==> config.mk <==
export PLATFORM = sky130hd
export DESIGN_NAME = conv_encoder
export DESIGN_NICKNAME = d
export VERILOG_FILES = /design/src/rtl/conv_encoder.sv
export SDC_FILE = /design/constraint.sdc
export NUM_CORES = 1
export LEC_CHECK = 0
export BUFFER_PORTS_ARGS = -buffer_cell sky130_fd_sc_hd__clkbuf_2
export CORE_MARGIN = 2
export CORE_UTILIZATION = 50
export DETAILED_ROUTE_END_ITERATION = 8
export PLACE_DENSITY = 0.69
export SLEW_MARGIN = 40
export SYNTH_ARGS = -nofsm -noshare
export SYNTH_HDL_FRONTEND = slang
export SYNTH_SLANG_ARGS = --single-unit
==> constraint.sdc <==
create_clock -name clk -period 2.1 [get_ports clk]
set_input_delay 0.105 -clock clk [delete_from_list [all_inputs] [get_ports clk]]
set_output_delay 0.105 -clock clk [all_outputs]
set_load 0.1 [all_outputs]
==> src/rtl/conv_encoder.sv <==
// Rate-1/2, K=3 convolutional encoder (generators 7,5 octal) with
// valid/ready streaming, two-symbol zero tail and a frame length cap.
module conv_encoder #(
    parameter int MAX_LEN = 256
) (
    input  logic       clk,
    input  logic       rst_n,
    input  logic       in_valid,
    output logic       in_ready,
    input  logic       in_bit,
    input  logic       in_last,
    output logic       out_valid,
    input  logic       out_ready,
    output logic [1:0] out_sym,
    output logic       out_last,
    output logic [1:0] enc_state,
    output logic       len_err
);

    localparam int CW = $clog2(MAX_LEN + 1);

    localparam logic [1:0] IDLE  = 2'd0;
    localparam logic [1:0] DATA  = 2'd1;
    localparam logic [1:0] TAIL1 = 2'd2;
    localparam logic [1:0] TAIL2 = 2'd3;

    logic [1:0]    state_q, state_d;
    logic [1:0]    sr_q, sr_d;
    logic [CW-1:0] cnt_q, cnt_d;
    logic [1:0]    sym_q, sym_d;
    logic          vld_q, vld_d;
    logic          last_q, last_d;
    logic          lerr_q, lerr_d;
    logic          live_q;

    logic          slot_free;
    logic          in_phase;
    logic          tail_phase;
    logic          accept;
    logic          tail_go;
    logic          gen;
    logic          u;
    logic [CW-1:0] cnt_inc;
    logic          at_max;

    assign slot_free  = !vld_q || out_ready;
    assign in_phase   = (state_q == IDLE) || (state_q == DATA);
    assign tail_phase = (state_q == TAIL1) || (state_q == TAIL2);

    // live_q keeps the input closed for the first cycle after reset release
    assign in_ready = live_q && in_phase && slot_free;
    assign accept   = in_valid && in_ready;
    assign tail_go  = tail_phase && slot_free;
    assign gen      = accept || tail_go;
    assign u        = accept ? in_bit : 1'b0;

    assign cnt_inc = cnt_q + 1'b1;
    assign at_max  = (cnt_inc == CW'(MAX_LEN));

    always_comb begin
        sym_d  = sym_q;
        vld_d  = vld_q;
        last_d = last_q;
        sr_d   = sr_q;
        if (gen) begin
            sym_d  = {u ^ sr_q[1], u ^ sr_q[0] ^ sr_q[1]};
            sr_d   = {sr_q[0], u};
            vld_d  = 1'b1;
            last_d = (state_q == TAIL2);
        end else if (out_ready) begin
            vld_d  = 1'b0;
            last_d = 1'b0;
        end
    end

    always_comb begin
        state_d = state_q;
        cnt_d   = cnt_q;
        lerr_d  = 1'b0;
        unique case (state_q)
            IDLE, DATA: begin
                if (accept) begin
                    cnt_d   = cnt_inc;
                    lerr_d  = at_max && !in_last;
                    state_d = (in_last || at_max) ? TAIL1 : DATA;
                end
            end
            TAIL1: begin
                if (tail_go) state_d = TAIL2;
            end
            TAIL2: begin
                if (tail_go) begin
                    state_d = IDLE;
                    cnt_d   = '0;
                end
            end
        endcase
    end

    always_ff @(posedge clk or negedge rst_n) begin
        if (!rst_n) begin
            state_q <= IDLE;
            sr_q    <= 2'b00;
            cnt_q   <= '0;
            sym_q   <= 2'b00;
            vld_q   <= 1'b0;
            last_q  <= 1'b0;
            lerr_q  <= 1'b0;
            live_q  <= 1'b0;
        end else begin
            state_q <= state_d;
            sr_q    <= sr_d;
            cnt_q   <= cnt_d;
            sym_q   <= sym_d;
            vld_q   <= vld_d;
            last_q  <= last_d;
            lerr_q  <= lerr_d;
            live_q  <= 1'b1;
        end
    end

    assign out_valid = vld_q;
    assign out_sym   = sym_q;
    assign out_last  = last_q;
    assign enc_state = sr_q;
    assign len_err   = lerr_q;

endmodule
==> reports/qor.yml, run 1 <==
run_status:
  status: "finished, final reports clean"
cells_and_area:
  final_common_cell: "dfrtp_1"
  num-fill-cells: 177
  layout-drive-gt1-share: 0.198
  seqCellArea_um2: 475
  layout_common_cells: "dfrtp_1, o21ai_0, clkbuf_2"
  antennaDiodeCount: 0
  areaGrowthSynthToFinish_pct: 13.9
  multi_input_area_um2: 497
  nNetsFinal: 130
pwr:
  power_leakage_nw: 0.521
  swShare: 0.528
  p_seq_frac: 0.369
  internal_power_mw: 0.677
  p_per_area_mw_per_mm2: 1260
  combinationalPowerShare: 0.500
  ir_drop_uv: 1380
  power_frac_clock: 0.131
  total_power_mw: 1.43
  switchingPower_mw: 0.756
synth:
  syn_area_um2: 998
  synth_edf_count: 0
  ys_ff_latch: 19
  ys_seq_area_frac: 0.476
  synthArstFlopShare: 1.00
  synth_top_area_cell: "dfrtp_1"
  ys_top_cells_by_area: "dfrtp_1, o21ai_0, nand2_1"
  netlist.area_leader.share: 0.476
  synth_flop_cell: "dfrtp_1"
  yosys_warnings: 0
  syn_inst: 103
  syn-num-nets: 111
  synthDistinctLibCells: 33
  avgSynthCellArea_um2: 9.69
placed_design:
  dpl.hpwl_mm: 1.34
  gp_congestion: 0.805
  io_buffers: 13
routing:
  detail_route.first_pass.iterations: 4
  vias: 823
  wl_per_cell_um: 12.6
  drcViolationCount: 0
  viasPerCell: 5.56
  routed_wl_mm: 1.86
  drtIter0Drc: 11
  detail-route-antenna-nets: 0
worst_hold_path:
  hold_end: "out_last"
  min_path_cells: 3
  min_from: "out_ready"
  hp-class: "in -> reg"
global_route:
  grt_pass1_vias: 786
  grt.overflow.total: 0
  antenna_found_initial: 0
  grt_pass1_wl_mm: 3.43
  grt_use_total: 0.189
  grt_start_max_net_pins: 20
job:
  drv_cap: 0
timing:
  slew_violations: 0
  setup-tns-final_ns: 0
  max_clock_freq_mhz: 523
  layout_min_cycle_time_ns: 1.91
  hold_viol_final: 0
  fin_worst_skew_ns: 0.00582
  grt_setup_unrepaired: "no"
  relSlewSlack: 0.548
  worst_pin_slew_ns: 0.673
  period_share: 0.911
  setup_viol: 0
worst_setup_path:
  path_class: "reg -> reg"
  cp-start-kind: "register"
  r2r_cells: 6
  cp_data_arrival_time_ns: 2.14
  r2r-start: "cnt_q[0]"
  cp_max_fo: 7
  end_kind: "register"
  crit_required_ns: 2.33
  r2r_slack_ns: 0.19
  worstReg2RegEnd: "len_err"
floorplanning:
  die_w_um: 48.7
  die-area_mm2: 0.00237
  io_pins: 14
  die_y_um: 48.7
  start_util: 0.520
  fp-row-count: 16
  coreArea_mm2: 0.00192
clock_tree:
  cts_tree: "yes"
  cts_resized: 0
  cts_buffers: 3
  clk_pin_slew_ns: 0.11
  clockRootBuffer: "clkbuf_4"
  clock_sinks: 19
  insertion_delay_ns: 0.30
  ctsHtreeMaxLevel: 1
  clk_path_buf_depth: 2
[state kept, by name, summed over array words and instances (netlist names)]
register,cells
cnt_q,9
enc_state,2
out_sym,2
state_q,2
len_err,1
live_q,1
out_last,1
out_valid,1
[kinds of logic after synthesis]
logic type | after synthesis | synth area share
AO/OA/AOI/OAI | 29 | 0.175
XOR/XNOR | 6 | 0.0526
adder cells (fa/ha/maj) | 2 | 0.0251
buffers and inverters | 4 | 0.0263
flip-flops | 19 | 0.476
multiplexers | 2 | 0.0226
other | 1 | 0.00376
AND/OR/NAND/NOR | 40 | 0.218
[power by group through the flow]
| stage | sequential, mW | combinational, mW | clock (mW) |
|---|---|---|---|
| floorplan | 0.869 | 0.244 | 0 |
| global placement | 0.529 | 0.712 | 0 |
| detailed placement | 0.536 | 0.717 | 0 |
| CTS | 0.529 | 0.721 | 0.194 |
| global route | 0.548 | 0.763 | 0.212 |
| finish | 0.529 | 0.716 | 0.188 |
[synth_stat cells (3+ instances only)]
library cell,count
dfrtp_1,19
nor2_1,8
nand2_1,9
and2_1,3
xnor2_1,3
a31oi_1,3
nand4_1,3
o21ai_0,14
nand3_1,4
nand2b_1,3
xor2_1,3
a21oi_1,4
[metrics by stage]
step	utilization	cells	hold WS, ns	instance area, um2	setup WS [ns]
after CTS	0.592	148	0.0758	1140	0.183
after global placement	0.567	142	0.0776	1090	0.244
after detailed placement	0.567	142	0.0805	1090	0.208
after global routing	0.592	148	0.0780	1140	0.0828
after floorplan	-	103	-0.191	998	0.0732
final	0.592	148	0.0823	1140	0.187
[worst max-delay path, stage by stage, from the launching register on]
cell	delay (ns)
dfrtp_1	0.45
ha_1	0.24
and3_4	0.20
xnor2_1	0.13
nand4_1	0.12
or4_4	0.56
nor3_2	0.15
[layout make-up]
type / instances / share of cell area
clock buffers: 3 / 0.0198
clock inverters: 1 / 0.00440
inverters: 1 / 0.00330
multi-input cells: 80 / 0.437
flip-flops and latches: 19 / 0.418
well taps: 27 / 0.0297
repair buffers: 17 / 0.0880
[worst max path at each step]
stage          startpoint    endpoint  slack, ns  cells after the start
2_1_floorplan   out_valid  out_sym[0]       0.07                      5
3_3_place_gp     cnt_q[0]     len_err       0.24                      6
3_5_place_dp     cnt_q[0]     len_err       0.21                      6
4_1_cts          cnt_q[0]     len_err       0.18                      6
5_1_grt          cnt_q[0]     len_err       0.08                      6
6_report         cnt_q[0]     len_err       0.19                      6
[timing repair]
item / 4_1_cts / 5_1_grt
hold buffers: 2 / 0
setup buffers: 0 / 0
hold endpoints to repair: 20 / 0
[per-layer routing]
metal | track usage | wire, um | up-vias
li1 | - | - | 409
met4 | 0.110 | 43 | 0
met1 | 0.251 | 896 | 396
met2 | 0.299 | 873 | 13
met5 | 0 | 0 | -
met3 | 0.0247 | 48 | 5
Power figures use the tool's default switching activity.
==> inputs of run 2 (changes only) <==
- clock period: 2.1 -> 1.9 ns (I/O delays scaled with it)
==> run 2 against run 1 <==
Against the previous run: global-route usage shrank 0.12 points; setup slack worse by 0.078 ns; clock skew is 0.0012 ns higher; non-clock buffer count grew 4; sequential power increased by 8.5%; flip-flop and latch count did not move; final area increased by 5.7%; cell count is 2.7% higher; count of clock-buffer cells in the layout rose by 1; sequential share of layout area is 1.8 points lower; combinational power increased by 17%; largest cell class unchanged.
==> reports/qor.yml, run 2 (synthesis gave the netlist of run 1 again) <==
run_status:
  status: "finished, final reports clean"
clock_tree:
  clockRootBuffer: "clkbuf_4"
  cts_tree: "yes"
  insertion_delay_ns: 0.30
  clk_path_buf_depth: 2
  clock_sinks: 19
  clk_pin_slew_ns: 0.11
  ctsHtreeMaxLevel: 1
  cts_buffers: 3
routing:
  routed_wl_mm: 1.99
  detail-route-antenna-nets: 0
  vias: 819
  wl_per_cell_um: 13.1
  drcViolationCount: 0
  detail_route.first_pass.iterations: 4
  drtIter0Drc: 11
  viasPerCell: 5.39
cells_and_area:
  layout-drive-gt1-share: 0.296
  finalInstanceArea_mm2: 0.00120
  num-fill-cells: 171
  final_common_cell: "dfrtp_1"
  areaGrowthSynthToFinish_pct: 20.4
  top_register: "cnt_q"
  layout_common_cells: "dfrtp_1, o21ai_0, clkbuf_2"
  largest_reg_flops: 9
  nNetsFinal: 134
  antennaDiodeCount: 0
  seqCellArea_um2: 480
  multi_input_area_um2: 528
floorplanning:
  die-area_mm2: 0.00237
  die_y_um: 48.7
  fp-row-count: 16
  die_w_um: 48.7
  coreArea_mm2: 0.00192
  io_pins: 14
  start_util: 0.520
placed_design:
  place_area_mm2: 0.00111
  gp_congestion: 0.788
  dpl.hpwl_mm: 1.36
  dp_slack_ns: 0.0711
  io_buffers: 13
pwr:
  ir_drop_uv: 1620
  p_per_area_mw_per_mm2: 1350
  power_leakage_nw: 0.556
global_route:
  grt_start_max_net_pins: 20
  groute.layer.met2.usage: 0.292
  met1_usage: 0.261
  antenna_found_initial: 0
  grt_pass1_vias: 769
  grt_use_total: 0.188
  grt_pass1_wl_mm: 3.41
  grtUsageMet3: 0.0370
  grt_busiest_layer: "met2"
  grt.overflow.total: 0
job:
  drv_cap: 0
worst_setup_path:
  path_buf_inv: 0
  end_kind: "register"
  critical_path.max_stage_delay_ns: 0.44
  cp_cell_sequence: "ha_2 > and3_4 > xnor2_1 > nand4_1 > o41a_1 > o22a_1"
  slowest_stage: "o41a_1"
  crit_required_ns: 2.09
  crit_family: "compound AO/OA/AOI/OAI gates"
  cp-start-kind: "register"
  cp_max_fo: 7
  path_class: "reg -> reg"
  cp_data_arrival_time_ns: 1.98
timing:
  fin_worst_skew_ns: 0.00701
  period_share: 0.943
  fin_ws_ns: 0.109
  hold_viol_final: 0
  setup-tns-final_ns: 0
  layout_min_cycle_time_ns: 1.79
  worst_pin_slew_ns: 0.649
  relSlewSlack: 0.565
  slew_violations: 0
  grt_setup_unrepaired: "no"
  setup_viol: 0
  max_clock_freq_mhz: 558
worst_hold_path:
  hp-class: "in -> reg"
## run 2: cell type report
type / count / share of cell area
flip-flops and latches: 19 / 0.400
well taps: 27 / 0.0281
clock buffers: 4 / 0.0219
inverters: 1 / 0.00312
multi-input cells: 80 / 0.439
repair buffers: 21 / 0.108
## run 2: per-stage QoR
stage | power (mW) | hold slack (ns) | instances | utilization
2_1_floorplan | 1.23 | -0.201 | 103 | -
3_3_place_gp | 1.40 | 0.0721 | 144 | 0.576
3_5_place_dp | 1.41 | 0.0735 | 144 | 0.576
4_1_cts | 1.62 | 0.0673 | 150 | 0.600
6_report | 1.62 | 0.0784 | 152 | 0.626
5_1_grt | 1.71 | 0.0957 | 152 | 0.626
## run 2: routing by layer
layer | share of wire | wire (um)
met5 | 0 | 0
met4 | 0.0060 | 12
met2 | 0.47 | 931
met3 | 0.023 | 45
met1 | 0.50 | 998
## run 2: path summary, 6_finish.rpt
kind	startpoint	to	slack, ns	cells after the start
min in group asynchronous	rst_n	cnt_q[5]	0.29	2
worst max-delay path	cnt_q[0]	state_q[0]	0.11	6
worst min register to register	out_sym[0]	out_sym[0]	0.51	1
max in group asynchronous	rst_n	out_valid	1.27	2
worst max register to register	cnt_q[0]	state_q[0]	0.11	6
worst min-delay path	in_bit	enc_state[0]	0.08	3
## run 2: power breakdown
group | leakage (nW) | switching [mW] | internal, mW
clock network | 0.0150 | 0.124 | 0.0817
logic | 0.298 | 0.646 | 0.192
registers | 0.243 | 0.0754 | 0.499
total | 0.556 | 0.846 | 0.773
## run 2: tightest hold or removal path: stages
cell	delay, ns
clkbuf_2	0.08
nand4_1	0.10
nand2_1	0.06
## run 2: timing repair
action,CTS,global route
resized for setup,0,10
hold endpoints to repair,20,0
setup endpoints to repair,0,2
buffers inserted,0,3
hold buffers,2,0
==> inputs of run 3 (changes only) <==
- CORE_ASPECT_RATIO: default -> 1.25
- PLACE_DENSITY: 0.69 -> 0.75
==> run 3 against run 2 <==
Against the previous run: final area decreased by 4.0%; largest cell class unchanged; via count increased by 0.37%; cell count decreased by 5.3%; combinational power about the same.
==> reports/qor.yml, run 3 (synthesis gave the netlist of run 1 again) <==
cells_and_area:
  top_register: "cnt_q"
  layout_common_cells: "dfrtp_1, o21ai_0, clkbuf_2"
  finalInstanceArea_mm2: 0.00115
  areaGrowthSynthToFinish_pct: 15.7
  final_common_cell: "dfrtp_1"
  largest_reg_flops: 9
  nNetsFinal: 133
  num-fill-cells: 168
  antennaDiodeCount: 0
  layout-drive-gt1-share: 0.234
floorplanning:
  die-area_mm2: 0.00237
  fp-row-count: 18
  die_y_um: 54.0
  coreArea_mm2: 0.00194
  start_util: 0.516
  die_w_um: 44.0
  io_pins: 14
timing:
  setup_viol: 0
  setup-tns-final_ns: 0
  grt_setup_unrepaired: "no"
  slew_violations: 0
  relSlewSlack: 0.578
  max_clock_freq_mhz: 554
  period_share: 0.950
  worst_pin_slew_ns: 0.628
  layout_min_cycle_time_ns: 1.81
  fin_worst_skew_ns: 0.00488
  hold_viol_final: 0
worst_setup_path:
  crit_required_ns: 2.12
  r2r_slack_ns: 0.09
  worstReg2RegEnd: "len_err"
  cp_max_fo: 3
  cp_data_arrival_time_ns: 2.03
  path_buf_inv: 0
  crit_family: "simple AND/OR/NAND/NOR gates"
  r2r_cells: 6
  path_class: "reg -> reg"
  slowest_stage: "or4_4"
  r2r-start: "cnt_q[0]"
  cp-start-kind: "register"
  critical_path.max_stage_delay_ns: 0.56
  cp_cell_sequence: "ha_2 > and3_4 > xnor2_1 > nand4_1 > or4_4 > nor3_2"
  end_kind: "register"
routing:
  drcViolationCount: 0
  wl_per_cell_um: 13.3
  detail-route-antenna-nets: 0
  detail_route.first_pass.iterations: 4
  vias: 822
  routed_wl_mm: 1.91
  drtIter0Drc: 12
  viasPerCell: 5.71
global_route:
  antenna_found_initial: 0
  groute.layer.met2.usage: 0.331
  grt_pass1_vias: 775
  grt_busiest_layer: "met2"
  grt_pass1_wl_mm: 3.25
  grt.overflow.total: 0
  grt_start_max_net_pins: 20
  met1_usage: 0.216
  grt_use_total: 0.189
  grtUsageMet3: 0.0336
clock_tree:
  cts_tree: "yes"
  clockRootBuffer: "clkbuf_4"
  ctsHtreeMaxLevel: 1
  postCtsSetupBuffers: 0
  insertion_delay_ns: 0.30
  cts_buffers: 3
  clock_sinks: 19
  clk_pin_slew_ns: 0.10
  clk_path_buf_depth: 2
worst_hold_path:
  min_from: "in_bit"
  hp-class: "in -> reg"
  min_path_cells: 3
  hold_end: "enc_state[0]"
placed_design:
  place_area_mm2: 0.00110
  io_buffers: 13
  dpl.hpwl_mm: 1.46
  gp_congestion: 0.813
pwr:
  power_leakage_nw: 0.529
  ir_drop_uv: 668
  p_per_area_mw_per_mm2: 1390
run_status:
  status: "finished, final reports clean"
job:
  drv_cap: 0
[run 3: cell types whose count changed in the layout (fill, tap and decap cells not counted), sizes merged]
cell,previous run,this run
buf,6,5
[run 3: final cells by class]
| cell class | count | area (um2) | share of cell area |
|---|---|---|---|
| tap | 20 | 25.0 | 0.0217 |
| timing repair buffer | 20 | 123 | 0.106 |
| sequential | 19 | 478 | 0.414 |
| clock buffer | 4 | 26.3 | 0.0228 |
| inverter | 1 | 3.75 | 0.00325 |
| multi-input combinational | 80 | 499 | 0.432 |
[run 3: metal layers]
metal / vias to the layer above / share of wire
li1: 414 / -
met1: 385 / 0.43
met2: 18 / 0.51
met3: 5 / 0.032
met4: 0 / 0.025
met5: - / 0
[run 3: how the worst max path moves through the flow]
stage,start,slack [ns],cells after the start,end
final,cnt_q[0],0.09,6,len_err
after global routing,cnt_q[0],0.01,6,len_err
after CTS,cnt_q[0],0.04,6,len_err
after detailed placement,cnt_q[0],0.07,6,len_err
after global placement,cnt_q[0],0.12,6,len_err
after floorplan,cnt_q[0],0.01,6,len_err
[run 3: report_power, final]
part / switching, mW / total [mW] / internal, mW / leakage [nW]
clock: 0.122 / 0.204 / 0.0820 / 0.0150
combinational: 0.639 / 0.836 / 0.197 / 0.268
sequential: 0.0676 / 0.566 / 0.499 / 0.246
[run 3: metrics by stage]
stage	power [mW]	utilization	setup WS, ns	hold slack (ns)	std cells
floorplan	1.23	-	0.00971	-0.201	103
global placement	1.40	0.570	0.117	0.0628	138
detailed placement	1.41	0.570	0.0677	0.0657	138
CTS	1.62	0.594	0.0445	0.0618	144
global route	1.71	0.596	0.0119	0.0947	144
finish	1.61	0.596	0.0945	0.0643	144
[run 3: worst min-delay path, cell delays in order]
cell	delay [ns]
clkbuf_2	0.08
nand4_1	0.11
nand2_1	0.05
[run 3: repair_timing]
item	CTS	global route
hold buffers	2	0
hold endpoints to repair	20	0
setup endpoints to repair	0	2
resized for setup	0	2
